$ cat config.mk
export PLATFORM = sky130hd
export DESIGN_NAME = fsm_lcd_ctrl_flat
export DESIGN_NICKNAME = d
export VERILOG_FILES = /design/src/rtl/fsm_lcd_ctrl_if.sv /design/src/rtl/fsm_lcd_ctrl.sv /design/src/flat_wrapper.sv
export SDC_FILE = /design/constraint.sdc
export NUM_CORES = 1
export LEC_CHECK = 0
export BUFFER_PORTS_ARGS = -buffer_cell sky130_fd_sc_hd__buf_2
export CAP_MARGIN = 10
export CORE_MARGIN = 3
export CORE_UTILIZATION = 45
export DETAILED_ROUTE_END_ITERATION = 10
export GPL_TIMING_DRIVEN = 0
export PLACE_DENSITY = 0.82
export SLEW_MARGIN = 15
export SYNTH_ARGS = -nofsm -noshare
export SYNTH_HDL_FRONTEND = slang
export SYNTH_SLANG_ARGS = --single-unit
$ cat constraint.sdc
create_clock -name clk -period 4.2 [get_ports clk]
set_clock_uncertainty 0.15 [all_clocks]
set_input_delay 0.42 -clock clk [delete_from_list [all_inputs] [get_ports clk]]
set_output_delay 0.42 -clock clk [all_outputs]
set_load 0.01 [all_outputs]
$ cat src/rtl/fsm_lcd_ctrl_if.sv
// fsm_lcd_ctrl_if: start request, datapath comparator flags and command strobes
// exchanged between the LCD control FSM and its surroundings.
interface fsm_lcd_ctrl_if;
  logic start;
  logic C1;
  logic C2;
  logic C3;
  logic C4;
  logic C5;
  logic ADD1;
  logic ADD2;
  logic LOAD1;
  logic LOAD2;
  logic LOAD3;
  logic LOAD4;
  logic RESET1;
  logic RESET2;
  logic DONE;
  logic busy;

  modport master (
    output start, C1, C2, C3, C4, C5,
    input  ADD1, ADD2, LOAD1, LOAD2, LOAD3, LOAD4, RESET1, RESET2, DONE, busy
  );

  modport slave (
    input  start, C1, C2, C3, C4, C5,
    output ADD1, ADD2, LOAD1, LOAD2, LOAD3, LOAD4, RESET1, RESET2, DONE, busy
  );
endinterface

$ cat src/rtl/fsm_lcd_ctrl.sv
// fsm_lcd_ctrl: Moore sequencer driving datapath_LCD through one LCD write program.
// Define LCD_POWERON_WAIT_EN to build the 2 ms power-on wait (PWR/PWR_CLR states).
module fsm_lcd_ctrl (
  input  logic          clk,
  input  logic          rst_n,
  fsm_lcd_ctrl_if.slave bus
);

  typedef enum logic [3:0] {
    IDLE,
`ifdef LCD_POWERON_WAIT_EN
    PWR,
    PWR_CLR,
`endif
    FETCH,
    DRIVE,
    TAS,
    EHI,
    PW,
    ELO,
    CYC,
    NEXT,
    CHECK,
    FIN
  } state_t;

  typedef struct packed {
    logic add1;
    logic add2;
    logic load1;
    logic load2;
    logic load3;
    logic load4;
    logic reset1;
    logic reset2;
    logic done;
    logic busy;
  } strobes_t;

  state_t   state_reg;
  state_t   state_next;
  strobes_t out_reg;

  // Outputs depend on state only; registering decode(next) keeps them glitch-free.
  function automatic strobes_t decode(input state_t s);
    strobes_t o;
    o      = '0;
    o.busy = (s != IDLE) && (s != FIN);
    case (s)
      IDLE:    begin o.reset1 = 1'b1; o.reset2 = 1'b1; end
`ifdef LCD_POWERON_WAIT_EN
      PWR:     o.add1   = 1'b1;
      PWR_CLR: o.reset1 = 1'b1;
`endif
      FETCH:   o.load1  = 1'b1;
      DRIVE:   begin o.load2 = 1'b1; o.add1 = 1'b1; end
      TAS:     o.add1   = 1'b1;
      EHI:     begin o.load3 = 1'b1; o.add1 = 1'b1; end
      PW:      o.add1   = 1'b1;
      ELO:     begin o.load4 = 1'b1; o.add1 = 1'b1; end
      CYC:     o.add1   = 1'b1;
      NEXT:    begin o.add2 = 1'b1; o.reset1 = 1'b1; end
      FIN:     o.done   = 1'b1;
      default: ;
    endcase
    return o;
  endfunction

  always_comb begin
    state_next = state_reg;
    case (state_reg)
      IDLE: begin
        if (bus.start) begin
          if (bus.C4) begin
            state_next = FIN;
          end else begin
`ifdef LCD_POWERON_WAIT_EN
            state_next = PWR;
`else
            state_next = FETCH;
`endif
          end
        end
      end
`ifdef LCD_POWERON_WAIT_EN
      PWR:     if (bus.C3) state_next = PWR_CLR;
      PWR_CLR: state_next = FETCH;
`endif
      FETCH:   state_next = DRIVE;
      DRIVE:   state_next = TAS;
      // Wait states keep ADD1 high and watch for the one-cycle equality pulse.
      TAS:     if (bus.C5) state_next = EHI;
      EHI:     state_next = PW;
      PW:      if (bus.C1) state_next = ELO;
      ELO:     state_next = CYC;
      CYC:     if (bus.C2) state_next = NEXT;
      NEXT:    state_next = CHECK;
      CHECK:   state_next = bus.C4 ? FIN : FETCH;
      FIN:     if (!bus.start) state_next = IDLE;
      default: state_next = IDLE;
    endcase
  end

  always_ff @(posedge clk or negedge rst_n) begin
    if (!rst_n) begin
      state_reg <= IDLE;
      out_reg   <= decode(IDLE);
    end else begin
      state_reg <= state_next;
      out_reg   <= decode(state_next);
    end
  end

`ifndef LCD_POWERON_WAIT_EN
  logic c3_unused;
  assign c3_unused = bus.C3;
`endif

  assign bus.ADD1   = out_reg.add1;
  assign bus.ADD2   = out_reg.add2;
  assign bus.LOAD1  = out_reg.load1;
  assign bus.LOAD2  = out_reg.load2;
  assign bus.LOAD3  = out_reg.load3;
  assign bus.LOAD4  = out_reg.load4;
  assign bus.RESET1 = out_reg.reset1;
  assign bus.RESET2 = out_reg.reset2;
  assign bus.DONE   = out_reg.done;
  assign bus.busy   = out_reg.busy;

endmodule

$ cat src/flat_wrapper.sv
// flat-port wrapper written by rule: the top's interface ports become plain ports
module fsm_lcd_ctrl_flat 
  (clk, rst_n, bus_start, bus_C1, bus_C2, bus_C3, bus_C4, bus_C5, bus_ADD1, bus_ADD2, bus_LOAD1, bus_LOAD2, bus_LOAD3, bus_LOAD4, bus_RESET1, bus_RESET2, bus_DONE, bus_busy);
  fsm_lcd_ctrl_if bus_i ();
  input  logic clk;
  input  logic rst_n;
  input wire logic [$bits(bus_i.start)-1:0] bus_start;
  input wire logic [$bits(bus_i.C1)-1:0] bus_C1;
  input wire logic [$bits(bus_i.C2)-1:0] bus_C2;
  input wire logic [$bits(bus_i.C3)-1:0] bus_C3;
  input wire logic [$bits(bus_i.C4)-1:0] bus_C4;
  input wire logic [$bits(bus_i.C5)-1:0] bus_C5;
  output wire logic [$bits(bus_i.ADD1)-1:0] bus_ADD1;
  output wire logic [$bits(bus_i.ADD2)-1:0] bus_ADD2;
  output wire logic [$bits(bus_i.LOAD1)-1:0] bus_LOAD1;
  output wire logic [$bits(bus_i.LOAD2)-1:0] bus_LOAD2;
  output wire logic [$bits(bus_i.LOAD3)-1:0] bus_LOAD3;
  output wire logic [$bits(bus_i.LOAD4)-1:0] bus_LOAD4;
  output wire logic [$bits(bus_i.RESET1)-1:0] bus_RESET1;
  output wire logic [$bits(bus_i.RESET2)-1:0] bus_RESET2;
  output wire logic [$bits(bus_i.DONE)-1:0] bus_DONE;
  output wire logic [$bits(bus_i.busy)-1:0] bus_busy;
  assign bus_i.start = bus_start;
  assign bus_i.C1 = bus_C1;
  assign bus_i.C2 = bus_C2;
  assign bus_i.C3 = bus_C3;
  assign bus_i.C4 = bus_C4;
  assign bus_i.C5 = bus_C5;
  assign bus_ADD1 = bus_i.ADD1;
  assign bus_ADD2 = bus_i.ADD2;
  assign bus_LOAD1 = bus_i.LOAD1;
  assign bus_LOAD2 = bus_i.LOAD2;
  assign bus_LOAD3 = bus_i.LOAD3;
  assign bus_LOAD4 = bus_i.LOAD4;
  assign bus_RESET1 = bus_i.RESET1;
  assign bus_RESET2 = bus_i.RESET2;
  assign bus_DONE = bus_i.DONE;
  assign bus_busy = bus_i.busy;
  fsm_lcd_ctrl u_core (.clk(clk), .rst_n(rst_n), .bus(bus_i));
endmodule
==> results_tabular.tex <==
\begin{tabular}{lr}
\hline
Metric & Value \\
\hline
\multicolumn{2}{l}{\textbf{CTS}} \\
Level count of the clock H-tree & 1 \\
Total CTS buffers & 3 \\
\# Post-CTS Setup Buffers & 0 \\
Worst-path clk slew & 0.07 ns \\
Number of clock sinks & 14 \\
Clock network latency to the later pin of the worst-skew pair & 0.27 ns \\
Maximum clock insertion buffer count & 2 \\
TritonCTS clock tree & done \\
Clock tree root buffer cell & clkbuf\_4 \\
\multicolumn{2}{l}{\textbf{Synthesis}} \\
Top area cells in the synthesized netlist & dfrtp\_1, dfstp\_2, nor2\_1, nand2b\_1, nand4b\_1 \\
Largest area contributor in the netlist & dfrtp\_1 \\
Post-synthesis sequential element count & 14 \\
Most used DFF post-synth & dfrtp\_1 \\
Yosys warning count & 0 \\
Net Count, Synth & 65 \\
Fraction of synthesis flops using an asynchronous set or reset pin & 1.00 \\
Per-instance average area after synthesis & 11.2 µm² \\
Combined area of all synthesized cells & 639 µm² \\
Top cell types by occurrence after synthesis & dfrtp\_1, nor2\_1, nand2\_1 \\
EDFF count, synth & 0 \\
Share of the synthesized area in the top cell type & 0.470 \\
Instance count of the mapped netlist & 57 \\
Fraction of the yosys area taken by sequential cells & 0.552 \\
Cell with the most instances after synthesis & dfrtp\_1 \\
Number of unique standard cell types used by synthesis & 28 \\
\multicolumn{2}{l}{\textbf{Layout}} \\
ANT cells & 0 \\
Share of post-route cells with drive strength above 1 & 0.364 \\
Post-layout net count & 87 \\
Flip-flop count of the largest register, all copies and words added & 4 \\
Area delta synth->final & 20.4\% \\
\multicolumn{2}{l}{\textbf{Worst hold path}} \\
Worst Hold Launch & bus\_C1 \\
Worst hold-check path type & primary input to register \\
\multicolumn{2}{l}{\textbf{Critical path}} \\
Required time of the critical path & 4.20 ns \\
Category of the worst setup path launch point & register \\
Path type of the worst setup path & register to register \\
Critical register-to-register path startpoint & u\_core.state\_reg[1] \\
Nature of the critical path endpoint & register \\
Critical Path Source & u\_core.state\_reg[1] \\
Crit path max fanout & 10 \\
Critical path arrival & 1.71 ns \\
\multicolumn{2}{l}{\textbf{STA}} \\
Setup-violating endpoint count in the final report & 0 \\
Final-layout setup total negative slack & 0 ns \\
RSZ-0062 raised after global routing & no \\
Relative slew slack & 0.807 \\
Top achievable clock speed & 0.584 GHz \\
Final Slew Violations & 0 \\
Final worst path period share & 0.408 \\
Transition time of the tightest slew-check pin & 0.289 ns \\
Min Tclk post-route & 1.71 ns \\
Setup slack after layout & 2.49 ns \\
Number of hold violations in the final report & 0 \\
\multicolumn{2}{l}{\textbf{Placed design}} \\
Half-perimeter wire length after placement & 956 µm \\
Number of buffers inserted by port buffering & 16 \\
Post-Place Worst Slack & 2.46 ns \\
Final estimated routing congestion in global placement & 0.879 \\
\multicolumn{2}{l}{\textbf{Route}} \\
Number of vias in the routed layout & 502 \\
Routed wire per std cell & 13.4 µm \\
Total length of routed wires & 1.22 mm \\
Number of DRC violations after detailed routing & 0 \\
Antenna-violating nets left & 0 \\
Per-cell via count in the routed design & 5.52 \\
Pre-antenna DRT Iters & 5 \\
DRC marker count from the first detailed-route iteration & 14 \\
\multicolumn{2}{l}{\textbf{Pwr}} \\
Clk network pwr share & 0.124 \\
Peak supply drop & 0.363 mV \\
Sequential cell fraction of total power & 0.360 \\
Leakage power & 0.000364 µW \\
Internal power & 343 µW \\
Logic gate share of total power & 0.516 \\
PD cells & 727 nW/µm² \\
Switching fraction of total power & 0.387 \\
Net switching component of the power & 216 µW \\
\multicolumn{2}{l}{\textbf{GRT}} \\
Overall overflow remaining after global route & 0 \\
Global-route wire length before repair & 2.11 mm \\
Initial antenna violation count & 0 \\
Largest net degree at the start of global routing & 15 \\
Number of global-route vias before repair & 488 \\
Overall Global Routing Usage & 0.147 \\
\multicolumn{2}{l}{\textbf{Status}} \\
Outcome & finished, final reports clean \\
\multicolumn{2}{l}{\textbf{Floorplan}} \\
Core ar. & 1220 µm² \\
Starting utilization of the core area & 0.526 \\
Die Area & 1910 µm² \\
Horizontal die dimension & 43.7 µm \\
Number of top-level pins & 18 \\
Number of cell rows & 12 \\
Die extent in y & 43.7 µm \\
\multicolumn{2}{l}{\textbf{Job}} \\
Max Cap Violations & 0 \\
\hline
\end{tabular}
-- metrics by stage --
step                      cell area (µm²)   util  std cells  hold WS, ns  power, µW
after floorplan                       639      -         57      -0.0256        417
after global placement                737  0.606         87        0.166        481
after detailed placement              737  0.606         87        0.175        492
after CTS                             769  0.633         91        0.242        562
after global routing                  769  0.633         91        0.235        605
final                                 769  0.633         91        0.245        560
-- power groups by stage --
stage	combinational, µW	clock (µW)	sequential [µW]
after floorplan	201	0	216
after global placement	279	0	202
after detailed placement	288	0	205
after CTS	290	70.7	202
after global routing	320	78.8	206
final	289	69.4	201
-- path summary, 6_finish.rpt --
kind	endpoint	slack (ns)	depth (start not counted)
setup / recovery	u_core.bus.LOAD1	2.49	5
hold / removal	u_core.bus.LOAD4	0.24	3
setup reg to reg	u_core.bus.LOAD1	2.49	5
hold reg to reg	u_core.bus.LOAD4	0.39	3
max in group asynchronous	u_core.bus.RESET2	3.21	2
min in group asynchronous	u_core.state_reg[2]	0.41	2
-- cell families after synthesis --
| group | after synthesis | synth area share |
|---|---|---|
| simple gates | 28 | 0.262 |
| flops | 14 | 0.552 |
| compound gates | 10 | 0.127 |
| mux | 1 | 0.0176 |
| buf+inv | 4 | 0.0411 |
-- routing by layer --
| metal | GRT usage | wire [µm] | part of all wire | vias to the layer above |
|---|---|---|---|---|
| met3 | 0.0539 | 105 | 0.086 | 0 |
| li1 | - | - | - | 251 |
| met1 | 0.197 | 535 | 0.44 | 231 |
| met2 | 0.233 | 580 | 0.48 | 20 |
| met4 | 0.0181 | 0 | 0 | 0 |
| met5 | 0 | 0 | 0 | - |
-- repair_timing --
action | CTS | global route
gates resized for setup | 0 | 0
hold endpoints to repair | 12 | 0
hold buffers | 1 | 0
-- layout make-up --
class | count | area [µm²]
buffer | 4 | 26.3
clock buffer | 3 | 22.5
fill | 95 | 447
multi-input combinational | 39 | 260
sequential | 14 | 353
tap | 14 | 17.5
timing repair buffer | 17 | 90.1
-- worst max-delay path: stages, from the launching register on --
cell	delay (ns)
dfrtp_1	0.37
buf_2	0.18
nor4b_1	0.30
nand2_1	0.10
a31oi_2	0.25
and4b_1	0.25
-- cells in the final DEF, fill, tap and decap left out, types with 2 or more instances in the layout --
master / Yosys / final
nand2b_1: 3 / 3
nor2_1: 6 / 6
nor3_1: 3 / 3
clkbuf_4: 0 / 3
dfrtp_1: 12 / 12
buf_2: 3 / 19
nand2_1: 4 / 4
nor3b_1: 2 / 2
nor2b_1: 2 / 2
dfstp_2: 2 / 2
nand4b_1: 2 / 2
Note: power is estimated with default switching activity, not from simulation.
